## src/rtl/serial_subtractor_pkg.sv

```systemverilog
// Shared definitions for the bit-serial subtractor: FSM encoding and default width.
package serial_subtractor_pkg;

    localparam int SUB_DEFAULT_WIDTH = 8;

    typedef enum logic [1:0] {
        ST_IDLE  = 2'd0,
        ST_SHIFT = 2'd1,
        ST_DONE  = 2'd2
    } sub_state_e;

endpackage

```

## src/rtl/serial_subtractor_full_subtractor.sv

```systemverilog
// One-bit full subtractor cell: d = x - y - bin, bout set when the bit underflows.
module full_subtractor (
    input  logic x_i,
    input  logic y_i,
    input  logic bin_i,
    output logic d_o,
    output logic bout_o
);

    assign d_o    = x_i ^ y_i ^ bin_i;
    assign bout_o = (~x_i & y_i) | (~(x_i ^ y_i) & bin_i);

endmodule

```

## src/rtl/serial_subtractor.sv

```systemverilog
// Bit-serial unsigned subtractor: diff = a - b, LSB first, one bit per clock.
// Handshake: start is taken only while busy=0; done pulses once when diff/borrow_out update.
module serial_subtractor
    import serial_subtractor_pkg::*;
#(
    parameter int WIDTH = SUB_DEFAULT_WIDTH
) (
    input  logic             clk,
    input  logic             rst,
    input  logic             start,
    input  logic [WIDTH-1:0] a,
    input  logic [WIDTH-1:0] b,
    output logic             busy,
    output logic             done,
    output logic [WIDTH-1:0] diff,
    output logic             borrow_out,
    output sub_state_e       state_dbg
);

    localparam int CNT_W = $clog2(WIDTH + 1);
    localparam logic [CNT_W-1:0] CNT_LAST = CNT_W'(WIDTH - 1);

    sub_state_e       state_q, state_d;
    logic [WIDTH-1:0] a_q, a_d;
    logic [WIDTH-1:0] b_q, b_d;
    logic [WIDTH-1:0] res_q, res_d;
    logic [WIDTH-1:0] diff_q, diff_d;
    logic [CNT_W-1:0] cnt_q, cnt_d;
    logic             brw_q, brw_d;
    logic             bout_q, bout_d;
    logic             done_q, done_d;

    logic cell_d;
    logic cell_bout;

    full_subtractor u_cell (
        .x_i   (a_q[0]),
        .y_i   (b_q[0]),
        .bin_i (brw_q),
        .d_o   (cell_d),
        .bout_o(cell_bout)
    );

    always_comb begin
        state_d = state_q;
        a_d     = a_q;
        b_d     = b_q;
        res_d   = res_q;
        diff_d  = diff_q;
        cnt_d   = cnt_q;
        brw_d   = brw_q;
        bout_d  = bout_q;
        done_d  = 1'b0;
        case (state_q)
            ST_IDLE: begin
                if (start) begin
                    a_d     = a;
                    b_d     = b;
                    res_d   = '0;
                    cnt_d   = '0;
                    brw_d   = 1'b0;
                    state_d = ST_SHIFT;
                end
            end
            ST_SHIFT: begin
                // Result fills from the MSB, so after WIDTH shifts it is already aligned.
                a_d               = a_q >> 1;
                b_d               = b_q >> 1;
                res_d             = res_q >> 1;
                res_d[WIDTH-1]    = cell_d;
                brw_d             = cell_bout;
                cnt_d             = cnt_q + CNT_W'(1);
                if (cnt_q == CNT_LAST) begin
                    state_d = ST_DONE;
                end
            end
            ST_DONE: begin
                diff_d  = res_q;
                bout_d  = brw_q;
                done_d  = 1'b1;
                state_d = ST_IDLE;
            end
            default: begin
                state_d = ST_IDLE;
            end
        endcase
    end

    always_ff @(posedge clk) begin
        if (rst) begin
            state_q <= ST_IDLE;
            a_q     <= '0;
            b_q     <= '0;
            res_q   <= '0;
            diff_q  <= '0;
            cnt_q   <= '0;
            brw_q   <= 1'b0;
            bout_q  <= 1'b0;
            done_q  <= 1'b0;
        end else begin
            state_q <= state_d;
            a_q     <= a_d;
            b_q     <= b_d;
            res_q   <= res_d;
            diff_q  <= diff_d;
            cnt_q   <= cnt_d;
            brw_q   <= brw_d;
            bout_q  <= bout_d;
            done_q  <= done_d;
        end
    end

    assign busy       = (state_q != ST_IDLE);
    assign done       = done_q;
    assign diff       = diff_q;
    assign borrow_out = bout_q;
    assign state_dbg  = state_q;

endmodule

```

## config.mk

```make
export PLATFORM = sky130hd
export DESIGN_NAME = serial_subtractor
export DESIGN_NICKNAME = d
export VERILOG_FILES = /design/src/rtl/serial_subtractor_pkg.sv /design/src/rtl/serial_subtractor_full_subtractor.sv /design/src/rtl/serial_subtractor.sv
export SDC_FILE = /design/constraint.sdc
export NUM_CORES = 1
export LEC_CHECK = 0
export BUFFER_PORTS_ARGS = -buffer_cell sky130_fd_sc_hd__clkbuf_2
export CORE_MARGIN = 2
export CORE_UTILIZATION = 50
export CTS_CLUSTER_SIZE = 20
export DETAILED_ROUTE_END_ITERATION = 8
export PLACE_DENSITY = 0.7
export SKIP_LAST_GASP = 1
export SYNTH_ARGS = -nofsm -noshare
export SYNTH_HDL_FRONTEND = slang
export SYNTH_HIERARCHICAL = 1
export SYNTH_SLANG_ARGS = --single-unit
```

## constraint.sdc

```tcl
create_clock -name clk -period 2.8 [get_ports clk]
set_clock_uncertainty 0.1 [all_clocks]
set_input_delay 0.14 -clock clk [delete_from_list [all_inputs] [get_ports clk]]
set_output_delay 0.14 -clock clk [all_outputs]
set_load 0.03 [all_outputs]
```

==> impl_results.md <==
* Run status: completed
* Largest net degree at the start of global routing at 37
* Post-layout net count at 264
* Share of the clock period used by the worst path after layout at 0.6194
* Required time reported for the critical path endpoint at 2.97 ns
* Post-Syn Area per Cell at 8.250 um^2
* Total inserted antenna cells at 0
* Main area contributors after synthesis: sky130_fd_sc_hd__dfxtp_1, sky130_fd_sc_hd__a21oi_1, sky130_fd_sc_hd__o221a_2, sky130_fd_sc_hd__nor2_1, sky130_fd_sc_hd__a22o_1
* Hold WC Path Type: input pin to flop
* Shortest clock period the worst path allows after layout at 1.734 ns
* Power per cell area at between 500 and 600 nW/um^2
* Largest voltage drop on the vdd net at 0.4719 mV
* Longest Clk Path Bufs at 2
* Worst-case hold slack at 0.08185 ns
* R2r worst-path depth at 4
* Setup repair after global routing missed its margin: no
* Overall routing resource usage at 0.1949
* Global route total overflow at 0
* Via count normalized by instance count at between 5 and 6
* Number of setup buffers added after CTS at 0
* # placed instances at 280
* Signal arrival time at the worst endpoint at 1.90 ns
* Area of the die at 4110 um^2
* Antenna violations before repair at 0
* Count of antenna-violating nets left after detailed routing at 0
* Final routed DRC violation total at 0
* Chip Width at 64.11 um
* Element type at the critical path start: flop
* Slew headroom at 0.5527
* Initial core utilization at 0.5289
* Number of global-route vias before repair at ~1500
* First-iteration detailed-routing DRC count at 114
* CTS tree: yes
* Final std cells w/o fill at 290
* Clk pin slew, worst setup/hold paths at 0.11 ns
* Number of input and output port buffers inserted at 31
* Number of pins exceeding their max-slew limit in the final report at 0
* Most frequent cells in the layout: sky130_fd_sc_hd__dfxtp_1, sky130_fd_sc_hd__a21oi_1, sky130_fd_sc_hd__clkbuf_2, sky130_fd_sc_hd__nor2_1, sky130_fd_sc_hd__nand2_1
* Clock Latency Late Sink at 0.36 ns
* Synthesized cell area at 1807 um^2
* Slew at the pin with the worst max-slew slack at 0.6709 ns
* Maxcap violations at 0
* Worst Path Class, Setup: flop to flop
* TritonCTS Buffers at 5
* Post-synthesis sequential area ratio at 0.4543
* Htree depth at 2
* Total detailed-routing wirelength at 3647 um
* Layout area overhead at 14.61%
* Total area of sequential cells at 820.8 um^2
* Placeable core region at approximately 3400 um^2
* Worst-case setup margin in the final layout at approximately 1.1 ns
* Filler Cell Count at between 300 and 400
* Total via count in the routed design at 1531
* Post-place setup slack at 0.9051 ns
* Clock Sinks at 41
* Element type at the critical path end: flop
* Total count of hold-check failures in the final report at 0
* Height of the die at 64.11 um
* Detailed placement HPWL at approximately 2300 um
* Combined area of the multi-input logic cells at 835.8 um^2
* Cells on Worst Hold Path at 4
* Proportion of netlist area held by the largest area contributor at 0.4543
* #FFs+latches synth at a little over 40
* Number of placement rows at 21
* Synth Net Count at 240
* First-pass detailed-route iteration total at 4
* Final total power at 1.221 mW
* Final Wtd Congestion at 0.7443
* Final setup violation count at 0
* Static power due to leakage at 0.8717 nW
* Number of standard cells after synthesis at between 200 and 250
* Most common library cell in the layout ignoring fill and taps: sky130_fd_sc_hd__dfxtp_1
* Distinct cells, synth at 29
* Library cell with the largest summed area after synthesis: sky130_fd_sc_hd__dfxtp_1
* Average detailed-routed wire length per instance at 12.58 um
* Yosys warnings at 6
* Layout cells sized above 1 at 0.2377
* Global-route wire length before repair at 6320 um
* Sum of negative setup slack at 0 ns
* Non-Filler Cell Area, Final at 2071 um^2
* Clock tree root buffer cell: sky130_fd_sc_hd__clkbuf_4
* Post-DP Area at slightly below 2000 um^2
* Maximum fanout along the worst path at 36
* # IOs at 32
* Util after Layout at 0.6062
* Timing-limited maximum frequency at 576.6 MHz
[state kept, by name (all words and copies together) (netlist names)]
register	flops
res_q	8
diff	8
borrow_out	1
b_q	8
state_dbg	2
brw_q	1
a_q	8
done	1
cnt_q	4
[cells in the mapped netlist, drive strengths merged]
cell type	instances
or3	1
or3b	1
o21bai	1
dfxtp	41
nor2b	6
o221a	13
a31oi	2
nor3b	1
nor4	1
buf	8
nand2	23
nand2b	2
clkbuf	10
ha	1
a21oi	40
nand3b	1
inv	17
a211oi	1
o22ai	2
or2	2
o21a	1
fa	1
nand3	2
nor2	31
a22o	10
[logic make-up (layout without fill, tap and decap cells)]
group	count (synthesis)	after routing	share of synthesized area
compound gates	70	70	0.2666
fa+ha+maj	2	2	0.01800
buf+inv	35	60	0.08310
flops	41	41	0.4543
simple gates	71	71	0.1780
[critical path: stages (launching register included)]
cell and delay (ns):
sky130_fd_sc_hd__dfxtp_1 0.35, sky130_fd_sc_hd__buf_4 0.34, sky130_fd_sc_hd__nor2b_1 0.56, sky130_fd_sc_hd__nand2_1 0.14
sky130_fd_sc_hd__a21oi_1 0.16
[power breakdown]
part | internal, mW | switching, mW | leakage, nW
clock | 0.276 | 0.192 | 0.0552
sequential | 0.607 | 0.0191 | 0.335
combinational | 0.0567 | 0.0690 | 0.482
total | 0.940 | 0.281 | 0.872
[final cells by class]
class | count | share of cell area
Clock buffer | 5 | 0.01813
Sequential cell | 41 | 0.3964
Timing Repair Buffer | 35 | 0.09184
Tap cell | 46 | 0.02779
Multi-Input combinational cell | 143 | 0.4036
Inverter | 17 | 0.03082
Clock inverter | 3 | 0.03142
[routing by layer]
layer  vias to the layer above  track usage  wire length (um)
li1                        800            -                 -
met1                       703       0.2434              1862
met2                        22       0.3255              1611
met3                         6      0.04225               118
met4                         0      0.07979                55
met5                         -            0                 0
[timing repair]
action	CTS	global route
endpoints found under the setup margin	0	0
hold buffers	2	0
gates resized for setup	0	0
hold endpoints to repair	2	0
[final timing paths]
kind | startpoint | slack (ns) | endpoint
max reg2reg | state_dbg[1]$_SDFFE_PP0P_ | 1.07 | diff[5]$_SDFFE_PP0P_
min reg2reg | diff[6]$_SDFFE_PP0P_ | 0.36 | diff[6]$_SDFFE_PP0P_
max | state_dbg[1]$_SDFFE_PP0P_ | 1.07 | diff[5]$_SDFFE_PP0P_
min | a[6] | 0.08 | a_q[6]$_SDFFE_PP0P_
No activity file was read; power rests on OpenSTA's default activity.
